`src/rtl/io_cell_bank_pkg.sv`:
```
// Shared constants and types for the io_cell_bank GPIO pad controller.
package io_cell_bank_pkg;

  localparam int FILT_W_DEF = 4;

  localparam logic DIR_OUT = 1'b0;
  localparam logic DIR_IN  = 1'b1;

  typedef struct packed {
    logic dir;
    logic rise_en;
    logic fall_en;
  } ch_cfg_t;

endpackage

```
`src/rtl/io_in_filter.sv`:
```
// One input channel: synchroniser chain, glitch filter and edge detect.
module io_in_filter
  import io_cell_bank_pkg::*;
#(
  parameter int SYNC_STAGES = 2,
  parameter int FILT_W      = FILT_W_DEF
) (
  input  logic              clk,
  input  logic              rst_n,
  input  logic              dir,
  input  logic [FILT_W-1:0] filt_len,
  input  logic              pad,
  output logic              f,
  output logic              rise_pulse,
  output logic              fall_pulse
);

  logic [SYNC_STAGES-1:0] sync_q;
  logic [FILT_W-1:0]      cnt;
  logic                   s;
  logic                   accept;

  assign s = sync_q[SYNC_STAGES-1];

  // The chain runs regardless of direction so an input switch sees a settled value.
  always_ff @(posedge clk or negedge rst_n) begin
    if (!rst_n) begin
      sync_q <= '0;
    end else begin
      sync_q <= {sync_q[SYNC_STAGES-2:0], pad};
    end
  end

  // Using >= lets a shortened filter length take effect on the very next cycle.
  always_comb begin
    accept = (dir == DIR_IN) && (s != f) && (cnt >= filt_len);
  end

  always_ff @(posedge clk or negedge rst_n) begin
    if (!rst_n) begin
      f   <= 1'b0;
      cnt <= '0;
    end else if (dir == DIR_OUT) begin
      f   <= 1'b0;
      cnt <= '0;
    end else if (s == f) begin
      cnt <= '0;
    end else if (accept) begin
      f   <= s;
      cnt <= '0;
    end else begin
      cnt <= cnt + FILT_W'(1);
    end
  end

  // Pulses are valid in the cycle before f updates so pending sets land with f.
  assign rise_pulse = accept & s;
  assign fall_pulse = accept & ~s;

endmodule

```
`src/rtl/io_cell_bank.sv`:
```
// N-channel GPIO bank: registered pad drive, filtered inputs, sticky edge interrupts.
module io_cell_bank
  import io_cell_bank_pkg::*;
#(
  parameter int NUM_CH      = 8,
  parameter int SYNC_STAGES = 2,
  parameter int FILT_W      = FILT_W_DEF
) (
  input  logic              clk,
  input  logic              rst_n,
  input  logic [NUM_CH-1:0] cfg_dir_i,
  input  logic [FILT_W-1:0] cfg_filt_len_i,
  input  logic [NUM_CH-1:0] cfg_rise_en_i,
  input  logic [NUM_CH-1:0] cfg_fall_en_i,
  input  logic [NUM_CH-1:0] core_out_i,
  output logic [NUM_CH-1:0] core_in_o,
  input  logic [NUM_CH-1:0] irq_clr_i,
  output logic [NUM_CH-1:0] irq_pend_o,
  output logic              irq_o,
  output logic [NUM_CH-1:0] pad_o,
  output logic [NUM_CH-1:0] pad_oe_o,
  input  logic [NUM_CH-1:0] pad_i
);

  logic [NUM_CH-1:0] rise;
  logic [NUM_CH-1:0] fall;
  logic [NUM_CH-1:0] pend_set;
  ch_cfg_t           ch_cfg [NUM_CH];

  for (genvar i = 0; i < NUM_CH; i++) begin : g_ch
    assign ch_cfg[i] = '{dir: cfg_dir_i[i], rise_en: cfg_rise_en_i[i], fall_en: cfg_fall_en_i[i]};

    io_in_filter #(
      .SYNC_STAGES (SYNC_STAGES),
      .FILT_W      (FILT_W)
    ) u_filter (
      .clk        (clk),
      .rst_n      (rst_n),
      .dir        (ch_cfg[i].dir),
      .filt_len   (cfg_filt_len_i),
      .pad        (pad_i[i]),
      .f          (core_in_o[i]),
      .rise_pulse (rise[i]),
      .fall_pulse (fall[i])
    );

    assign pend_set[i] = (rise[i] & ch_cfg[i].rise_en) | (fall[i] & ch_cfg[i].fall_en);
  end

  always_ff @(posedge clk or negedge rst_n) begin
    if (!rst_n) begin
      pad_oe_o <= '0;
      pad_o    <= '0;
    end else begin
      pad_oe_o <= ~cfg_dir_i;
      pad_o    <= ~cfg_dir_i & core_out_i;
    end
  end

  // A new event in the same cycle as a clear survives.
  always_ff @(posedge clk or negedge rst_n) begin
    if (!rst_n) begin
      irq_pend_o <= '0;
    end else begin
      irq_pend_o <= (irq_pend_o & ~irq_clr_i) | pend_set;
    end
  end

  assign irq_o = |irq_pend_o;

endmodule

```
`config.mk`:
```
export PLATFORM = sky130hd
export DESIGN_NAME = io_cell_bank
export DESIGN_NICKNAME = d
export VERILOG_FILES = /design/src/rtl/io_cell_bank_pkg.sv /design/src/rtl/io_in_filter.sv /design/src/rtl/io_cell_bank.sv
export SDC_FILE = /design/constraint.sdc
export NUM_CORES = 1
export LEC_CHECK = 0
export BUFFER_PORTS_ARGS = -buffer_cell sky130_fd_sc_hd__buf_2
export CELL_PAD_IN_SITES_DETAIL_PLACEMENT = 0
export CELL_PAD_IN_SITES_GLOBAL_PLACEMENT = 2
export CORE_UTILIZATION = 35
export DETAILED_ROUTE_END_ITERATION = 12
export HOLD_SLACK_MARGIN = 0.06
export PLACE_DENSITY = 0.81
export SETUP_SLACK_MARGIN = 0.4
export SLEW_MARGIN = 20
export SYNTH_ARGS = -nofsm -noshare
export SYNTH_HDL_FRONTEND = slang
export SYNTH_HIERARCHICAL = 1
export SYNTH_SLANG_ARGS = --single-unit
```
`constraint.sdc`:
```
create_clock -name clk -period 5.03 [get_ports clk]
set_clock_uncertainty 0.1 [all_clocks]
set_input_delay 0.2515 -clock clk [delete_from_list [all_inputs] [get_ports clk]]
set_output_delay 0.2515 -clock clk [all_outputs]
set_load 0.02 [all_outputs]
```
== Word-level counts from Yosys, hierarchy flattened ==
Index checks and enable logic that the tools add are counted.

* Word-level logic and storage cells: 201
* Bits in latches: 0
* Memories kept: 0
* Input bits: 54
* ROM bits: 0
* Flip-flop bits (word level): 80
* Bits in writable memories: 0
* Output and inout bits: 33

* Multiplexer cells: 48
* $add $sub $neg: 8
* Shift operators: 0
* $mul: 0
* Divide/modulo/power cells: 0
* Equal/unequal tests: 32
* Magnitude comparators: 8
* Bitwise operators: 53
* Reductions and logical operators: 25

{| class="wikitable"
|+ Operators by type and width
! cell !! number
|-
| 4-bit 2-to-1 mux || 24
|-
| 4-bit by 1-bit adder with 4-bit output, second input constant || 8
|-
| 1-bit bitwise AND || 32
|-
| 4-bit >= comparator || 8
|-
| 1-bit 2-to-1 mux || 24
|-
| 8-bit bitwise AND || 2
|-
| 1-bit logical AND || 16
|-
| 2-bit by 1-bit inequality test with 1-bit output, second input constant || 8
|-
| 2-bit inequality test, second input constant || 8
|-
| 8-bit NOT || 2
|-
| 2-bit AND reduction || 8
|-
| 1-bit == test || 8
|-
| 1-bit inequality test || 8
|-
| 1-bit NOT || 8
|-
| 1-bit bitwise OR || 8
|-
| 8-bit bitwise OR || 1
|-
| 8-bit OR reduction || 1
|}

== Depth between registers and ports, before layout ==
Gate-level depths: netlist of the first run.

* Word-level depth: 7
* Mapped depth: 8
* Depth with buffers taken out: 8

== Hierarchy ==
The synthesis of the first run kept the hierarchy.

{| class="wikitable"
|+ Modules (own cells, without submodules)
! module !! area an instance (sq um) !! times used !! cells each !! sequential area each (sq um)
|-
| io_in_filter || 402.9 || 8 || 37 || 175.2
|-
| io_cell_bank || 827.0 || 1 || 67 || 600.6
|}

== Worst setup path after synthesis of the first run ==
No wires, ideal clock.

* Kind: flip-flop to flip-flop
* Start point: register g_ch[0].u_filter.cnt[0]
* End point: register irq_pend_o[0]
* Path slack: 3.076 ns
* Period minus slack after synthesis: 1.954 ns
* Arrival: 1.723 ns
* Setup time: 0.130 ns
* Data required time: 4.800 ns
* Cell stages (with the launch flop): 9
* Buffers on the path: 0
* Cell sequence: dfrtp_1 -> inv_1 -> ha_1 -> nand2b_4 -> a2111oi_4 -> nor2_1 -> and4_1 -> a22oi_1 -> o21ai_0

* Cells in the longest elaborated chain, start to end: 6
* Elaborated cells on any way between the ends: 8
* Classes of those cells: order compare: 1; bitwise: 6; reduce/logical: 1

{| class="wikitable"
|+ Ends and longest elaborated chain
! element !! line !! source
|-
| from (decl) || io_in_filter.sv:19 || <nowiki>logic [FILT_W-1:0] cnt;</nowiki>
|-
| from (signal assigned) || io_in_filter.sv:52 || <nowiki>cnt <= cnt + FILT_W'(1);</nowiki>
|-
| 4-bit >= comparator || io_in_filter.sv:36 || <nowiki>accept = (dir == DIR_IN) && (s != f) && (cnt >= filt_len);</nowiki>
|-
| 1-bit logical AND || io_in_filter.sv:36 ||
|-
| 1-bit bitwise AND || io_in_filter.sv:57 || <nowiki>assign rise_pulse = accept & s;</nowiki>
|-
| net rise[0] || io_cell_bank.sv:25 || <nowiki>logic [NUM_CH-1:0] rise;</nowiki>
|-
| 1-bit bitwise AND || io_cell_bank.sv:47 || <nowiki>assign pend_set[i] = (rise[i] & ch_cfg[i].rise_en) | (fall[i] & ch_cfg[i].fall_en);</nowiki>
|-
| 1-bit bitwise OR || io_cell_bank.sv:47 ||
|-
| 8-bit bitwise OR || io_cell_bank.sv:65 || <nowiki>irq_pend_o <= (irq_pend_o & ~irq_clr_i) | pend_set;</nowiki>
|-
| to (signal assigned) || io_cell_bank.sv:65 ||
|-
| to (decl) || io_cell_bank.sv:18 || <nowiki>output logic [NUM_CH-1:0] irq_pend_o,</nowiki>
|}

The timed path passes the listed nets, and every way through them passes these cells.
A chain may end at the register's enable or synchronous reset.

== Worst setup path in the final report of the first run ==
* Start point: register g_ch[2].u_filter.cnt[0]
* End point: register irq_pend_o[2]

* Cells in the longest elaborated chain, start to end: 6
* Elaborated cells on any way between the ends: 8
* Classes of those cells: order compare: 1; bitwise: 6; reduce/logical: 1

{| class="wikitable"
|+ Ends and longest elaborated chain
! element !! line
|-
| from (decl) || io_in_filter.sv:19
|-
| from (signal assigned) || io_in_filter.sv:52
|-
| 4-bit >= comparator || io_in_filter.sv:36
|-
| 1-bit logical AND || io_in_filter.sv:36
|-
| 1-bit bitwise AND || io_in_filter.sv:57
|-
| net rise[2] || io_cell_bank.sv:25
|-
| 1-bit bitwise AND || io_cell_bank.sv:47
|-
| 1-bit bitwise OR || io_cell_bank.sv:47
|-
| 8-bit bitwise OR || io_cell_bank.sv:65
|}

The timed path passes the listed nets, and every way through them passes these cells.

==> flow_metrics.py, run 1 <==
metrics = {
    "worst_hold_path": {
        "hp-class": "in2reg",
        "worstHoldStart": "cfg_fall_en_i[0]",
        "min_path_cells": 3,
        "hold_end": "irq_pend_o[0]$_DFF_PN0_",
    },
    "global_route": {
        "grt_pass1_vias": 2941,
        "grt_pass1_wl_mm": 13.2,
        "grt.total_usage_pct": 14.7,
        "grt_overflow": 0,
        "antenna_found_initial": 0,
        "grt_max_degree": 81,
    },
    "clock_tree": {
        "cts_setup_buffers": 0,
        "cts_root_buf": "clkbuf_16",
        "h-tree-depth": 3,
        "cts_tree": "yes",
        "cts.path.max_buffers": 2,
        "clock_latency_ns": 0.34,
        "cts_sinks": 80,
        "postCtsHoldBufs": 40,
        "cts_resized": 0,
        "path_clk_slew_ns": 0.06,
        "cts_made_buffers": 9,
    },
    "logic_synthesis": {
        "synthCells": 363,
        "yosysSeqAreaShare_pct": 49.4,
        "ys_ff_latch": 80,
        "synth_area_sq_mm": 0.00405,
        "synth.net_count": 457,
        "syn_area_per_cell_sq_um": 11.2,
        "yosys_warnings": 6,
        "yosysUniqueCellTypes": 18,
    },
    "timing": {
        "post-route-period-util_pct": 52.6,
        "totalNegativeSetupSlack_ns": 0,
        "slew_headroom_pct": 51.1,
        "hold_viol": 0,
        "report.final.setup_viol": 0,
        "slew_viol_final": 0,
        "holdWs_ns": 0.0952,
        "fin_crit_ns": 2.65,
        "tightest_slew_ns": 0.734,
        "rsz0062_at_grt": "false",
        "fmax_mhz": 378,
    },
    "setup_path": {
        "worstReg2RegStart": "g_ch[2].u_filter/cnt[0]$_DFF_PN0_",
        "worstPathMaxFanout": 4,
        "arrival_ns": 2.76,
        "reg2reg_to": "irq_pend_o[2]$_DFF_PN0_",
        "path_class": "reg2reg",
        "start_kind": "flip-flop",
        "r2r_setup_slack_ns": 2.38,
        "critPathRequiredTime_ns": 5.15,
        "reg2reg_depth": 9,
        "endpoint_kind": "flip-flop",
    },
    "routing": {
        "viasPerCell": 4.53,
        "drc": 0,
        "detail_route.wl_per_cell_um": 12.3,
        "wl_mm": 7.95,
        "drt_first_pass_iters": 4,
        "ant_nets": 0,
        "vias": 2918,
        "drt_iter0_drc": 73,
    },
    "placement": {
        "gp_congestion": 0.714,
        "place_area_sq_mm": 0.00466,
        "hpwl_mm": 5.58,
        "placed_cells": 589,
        "numPortBuffers": 86,
    },
    "floorplan": {
        "design.core.area_sq_mm": 0.0111,
        "die-width_um": 110,
        "row_count": 38,
        "initial_core_util_pct": 36.6,
        "die-area_sq_mm": 0.0120,
        "pin_count": 87,
        "die_h_um": 110,
    },
    "layout": {
        "post-route-util_pct": 48.6,
        "layout-drive-gt1-share_pct": 23.0,
        "final_common_cell": "buf_2",
        "nNetsFinal": 594,
        "syn_to_final_growth_pct": 32.9,
        "layout_common_cells": "buf_2, dfrtp_1, inv_1",
        "stdcell_area_sq_mm": 0.00538,
        "diodes": 0,
        "finalNonFillerCells": 644,
    },
    "run": {
        "drv_cap": 0,
    },
    "pwr": {
        "pwr_density_cell_mw_per_mm2": 299,
        "ir_drop_v": 0.000171,
        "power.leakage_nw": 2.77,
    },
    "outcome": {
        "status": "finished, final reports clean",
    },
}
## metal layers
metal  track usage, %  part of all wire, %
met5                0                    0
met4             7.14                  1.9
met3             3.68                  4.1
met2             23.5                   46
met1             18.6                   48
## where the power goes
group          internal, W  total, W  leakage, nW  switching (W)
Sequential        0.000670  0.000688         1.04      0.0000188
Combinational     0.000108  0.000218         1.57       0.000110
Clock             0.000458  0.000702        0.159       0.000244
## how the worst max path moves through the flow
| stage | from | to | cells past startpoint |
|---|---|---|---|
| global placement | cfg_filt_len_i[0] | irq_pend_o[0]$_DFF_PN0_ | 8 |
| floorplan | g_ch[0].u_filter/cnt[0]$_DFF_PN0_ | irq_pend_o[0]$_DFF_PN0_ | 8 |
| finish | g_ch[2].u_filter/cnt[0]$_DFF_PN0_ | irq_pend_o[2]$_DFF_PN0_ | 9 |
| CTS | g_ch[5].u_filter/cnt[0]$_DFF_PN0_ | irq_pend_o[5]$_DFF_PN0_ | 9 |
| global route | g_ch[7].u_filter/cnt[0]$_DFF_PN0_ | irq_pend_o[7]$_DFF_PN0_ | 9 |
| detailed placement | cfg_filt_len_i[0] | irq_pend_o[0]$_DFF_PN0_ | 8 |
## sequential cells by signal, summed over array words and instances, names as in the netlist
register,cells
irq_pend_o,8
pad_o,8
pad_oe_o,8
g_ch.u_filter/sync_q,16
g_ch.u_filter/f,8
g_ch.u_filter/cnt,32
## cells in the mapped netlist
| master | number | area share, % |
|---|---|---|
| nand2_1 | 25 | 2.3 |
| ha_1 | 40 | 12 |
| inv_1 | 56 | 5.2 |
| xor2_1 | 16 | 3.5 |
| a22oi_1 | 8 | 1.5 |
| o21bai_1 | 8 | 1.5 |
| mux2i_1 | 8 | 2.0 |
| dfrtp_1 | 80 | 49 |
| nor2b_1 | 8 | 1.2 |
| o21ai_0 | 8 | 0.99 |
| a2111oi_4 | 8 | 5.4 |
| nor2_1 | 48 | 4.4 |
| and4_1 | 8 | 1.7 |
| nand3_1 | 8 | 0.99 |
| o21a_1 | 8 | 1.5 |
| nor4_1 | 10 | 1.5 |
| xnor2_1 | 8 | 1.7 |
| nand2b_4 | 8 | 2.7 |
## per-stage QoR
step / total power, W / setup WS (ns)
floorplan: 0.000823 / 3.08
global placement: 0.000895 / 2.74
detailed placement: 0.000899 / 2.72
CTS: 0.00164 / 2.38
global route: 0.00169 / 2.21
finish: 0.00161 / 2.38
## area by class of cell
class	count	area (sq um)
fill	1047	5690
timing repair buffer	126	837
tap	140	175
sequential	80	2000
inverter	56	210
multi-input combinational	227	1840
clock buffer	12	256
clock inverter	3	65.1
## cells by family (layout without fill, tap and decap cells)
group / after synthesis / after routing / share of synthesized area (%)
simple gates: 115 / 115 / 15.0
flops: 80 / 80 / 49.4
buf+inv: 56 / 197 / 5.19
fa+ha+maj: 40 / 40 / 12.4
compound gates: 40 / 40 / 10.9
xor+xnor: 24 / 24 / 5.19
mux: 8 / 8 / 1.98
## critical path, cell delays in order (launching register included)
cell	delay [ns]
dfrtp_1	0.40
inv_1	0.06
ha_1	0.27
nand2b_4	0.15
a2111oi_4	0.39
nor2_1	0.13
and4_1	0.22
a22oi_1	0.16
o21ai_0	0.09
dlygate4sd3_1	0.55
(Power assumes the default switching activity.)
==> run 2, diff against run 1 <==
==> constraint.sdc (replaced) <==
create_clock -name clk -period 2.5 [get_ports clk]
set_clock_uncertainty 0.1 [all_clocks]
set_input_delay 0.125 -clock clk [delete_from_list [all_inputs] [get_ports clk]]
set_output_delay 0.125 -clock clk [all_outputs]
set_load 0.02 [all_outputs]
==> flow_metrics.py, run 2 (synthesized netlist as in run 1, its figures left out) <==
metrics = {
    "layout": {
        "largest_reg_flops": 32,
        "multi_input_area_sq_mm": 0.00184,
        "largest_registers": "g_ch.u_filter/cnt (32), g_ch.u_filter/sync_q (16)",
        "stdcell_area_sq_mm": 0.00557,
        "syn_to_final_growth_pct": 37.4,
        "layout_common_cells": "buf_2, dfrtp_1, inv_1",
        "fill_cells": 1021,
        "nNetsFinal": 615,
        "layout-drive-gt1-share_pct": 24.8,
        "diodes": 0,
        "regArea_sq_mm": 0.00200,
        "largest-register": "g_ch.u_filter/cnt",
        "final_common_cell": "buf_2",
    },
    "placement": {
        "numPortBuffers": 86,
        "hpwl_mm": 5.71,
        "place_area_sq_mm": 0.00468,
        "gp_congestion": 0.787,
    },
    "pwr": {
        "pwr_density_cell_mw_per_mm2": 576,
        "ir_drop_v": 0.000365,
        "power.leakage_nw": 2.85,
    },
    "routing": {
        "drt_first_pass_iters": 4,
        "wl_mm": 8.35,
        "drt_iter0_drc": 56,
        "vias": 3016,
        "viasPerCell": 4.54,
        "ant_nets": 0,
        "detail_route.wl_per_cell_um": 12.5,
        "drc": 0,
    },
    "worst_hold_path": {
        "hp-class": "reg2reg",
    },
    "global_route": {
        "grt_overflow": 0,
        "grt.total_usage_pct": 15.3,
        "grt_max_degree": 50,
        "grt_pass1_vias": 2994,
        "grt_pass1_wl_mm": 13.6,
        "antenna_found_initial": 0,
    },
    "timing": {
        "rsz0062_at_grt": "true",
        "slew_headroom_pct": 49.2,
        "fin_crit_ns": 2.01,
        "slew_viol_final": 0,
        "fmax_mhz": 496,
        "post-route-period-util_pct": 80.6,
        "report.final.setup_viol": 0,
        "tightest_slew_ns": 0.756,
        "totalNegativeSetupSlack_ns": 0,
        "hold_viol": 0,
    },
    "setup_path": {
        "critPathRequiredTime_ns": 2.28,
        "max_stage_delay_ns": 0.70,
        "cpMaxStageDelayCell": "nor4_1",
        "arrival_ns": 1.79,
        "path_class": "reg2out",
        "cp_cell_sequence": "nor4_1 -> nand2_1 -> buf_2",
        "start_kind": "flip-flop",
        "endpoint_kind": "output pin",
        "worstPathMaxFanout": 3,
    },
    "clock_tree": {
        "cts_made_buffers": 9,
        "cts_sinks": 80,
        "cts_tree": "yes",
        "clock_latency_ns": 0.34,
        "h-tree-depth": 3,
        "cts.path.max_buffers": 2,
        "cts_root_buf": "clkbuf_16",
        "path_clk_slew_ns": 0.06,
    },
    "floorplan": {
        "design.core.area_sq_mm": 0.0111,
        "die-width_um": 110,
        "die_h_um": 110,
        "row_count": 38,
        "die-area_sq_mm": 0.0120,
        "pin_count": 87,
        "initial_core_util_pct": 36.6,
    },
    "outcome": {
        "status": "finished, final reports clean",
    },
    "run": {
        "drv_cap": 0,
    },
}
## run 2: changes by cell type in the layout (fill, tap and decap cells not counted), sizes merged
cell / delta
clkinv: +1
dlygate4sd3: +10
bufinv: -1
buf: +11
## run 2: cell type report
class,instances,area share [%]
clock buffer,12,4.79
clock inverter,3,0.719
timing repair buffer,147,18.5
inverter,56,3.78
sequential,80,36.0
multi-input combinational,227,33.1
tap,140,3.15
## run 2: worst paths after layout
kind | from | end | slack [ns] | depth (start not counted)
worst max-delay path | irq_pend_o[6]$_DFF_PN0_ | irq_o | 0.49 | 3
worst min-delay path | g_ch[7].u_filter/sync_q[0]$_DFF_PN0_ | g_ch[7].u_filter/sync_q[1]$_DFF_PN0_ | 0.25 | 0
worst max register to register | g_ch[3].u_filter/cnt[0]$_DFF_PN0_ | irq_pend_o[3]$_DFF_PN0_ | 0.50 | 8
worst min register to register | g_ch[7].u_filter/sync_q[0]$_DFF_PN0_ | g_ch[7].u_filter/sync_q[1]$_DFF_PN0_ | 0.25 | 0
max in group asynchronous | rst_n | g_ch[7].u_filter/cnt[3]$_DFF_PN0_ | 1.42 | 3
min in group asynchronous | rst_n | irq_pend_o[6]$_DFF_PN0_ | 0.26 | 2
## run 2: where the power goes
group          total (W)  internal (W)  switching [W]
Sequential       0.00138       0.00135      0.0000336
Combinational   0.000489      0.000252       0.000237
Clock            0.00134      0.000845       0.000494
## run 2: layer usage
metal / share of wire [%] / track usage [%]
met2: 47 / 25.3
met4: 2.2 / 8.00
met3: 3.8 / 2.96
met5: 0 / 0
met1: 47 / 18.9
## run 2: metrics by stage
step | hold WS (ns) | instances | total power (W) | utilization (%) | setup slack, ns
2_1_floorplan | -0.271 | 363 | 0.00166 | - | 0.546
3_3_place_gp | 0.101 | 590 | 0.00181 | 42.2 | 0.413
3_5_place_dp | 0.113 | 590 | 0.00181 | 42.2 | 0.408
4_1_cts | 0.249 | 658 | 0.00325 | 49.7 | 0.401
5_1_grt | 0.254 | 665 | 0.00337 | 50.2 | 0.374
6_report | 0.247 | 665 | 0.00321 | 50.2 | 0.486
## run 2: worst max-delay path, delay by kind of cell (launching register included)
kind                   cells  cell delay [ns]
flip-flops                 1             0.45
buffers and inverters      1             0.18
AND/OR/NAND/NOR            2             0.80
## run 2: timing repair
action / in CTS / in global routing
endpoints found under the hold margin: 88 / 0
hold buffers: 50 / 0
resized for setup: 0 / 2
pin swaps: 0 / 9
gates cloned: 0 / 0
endpoints found under the setup margin: 3 / 8
setup buffers: 3 / 7
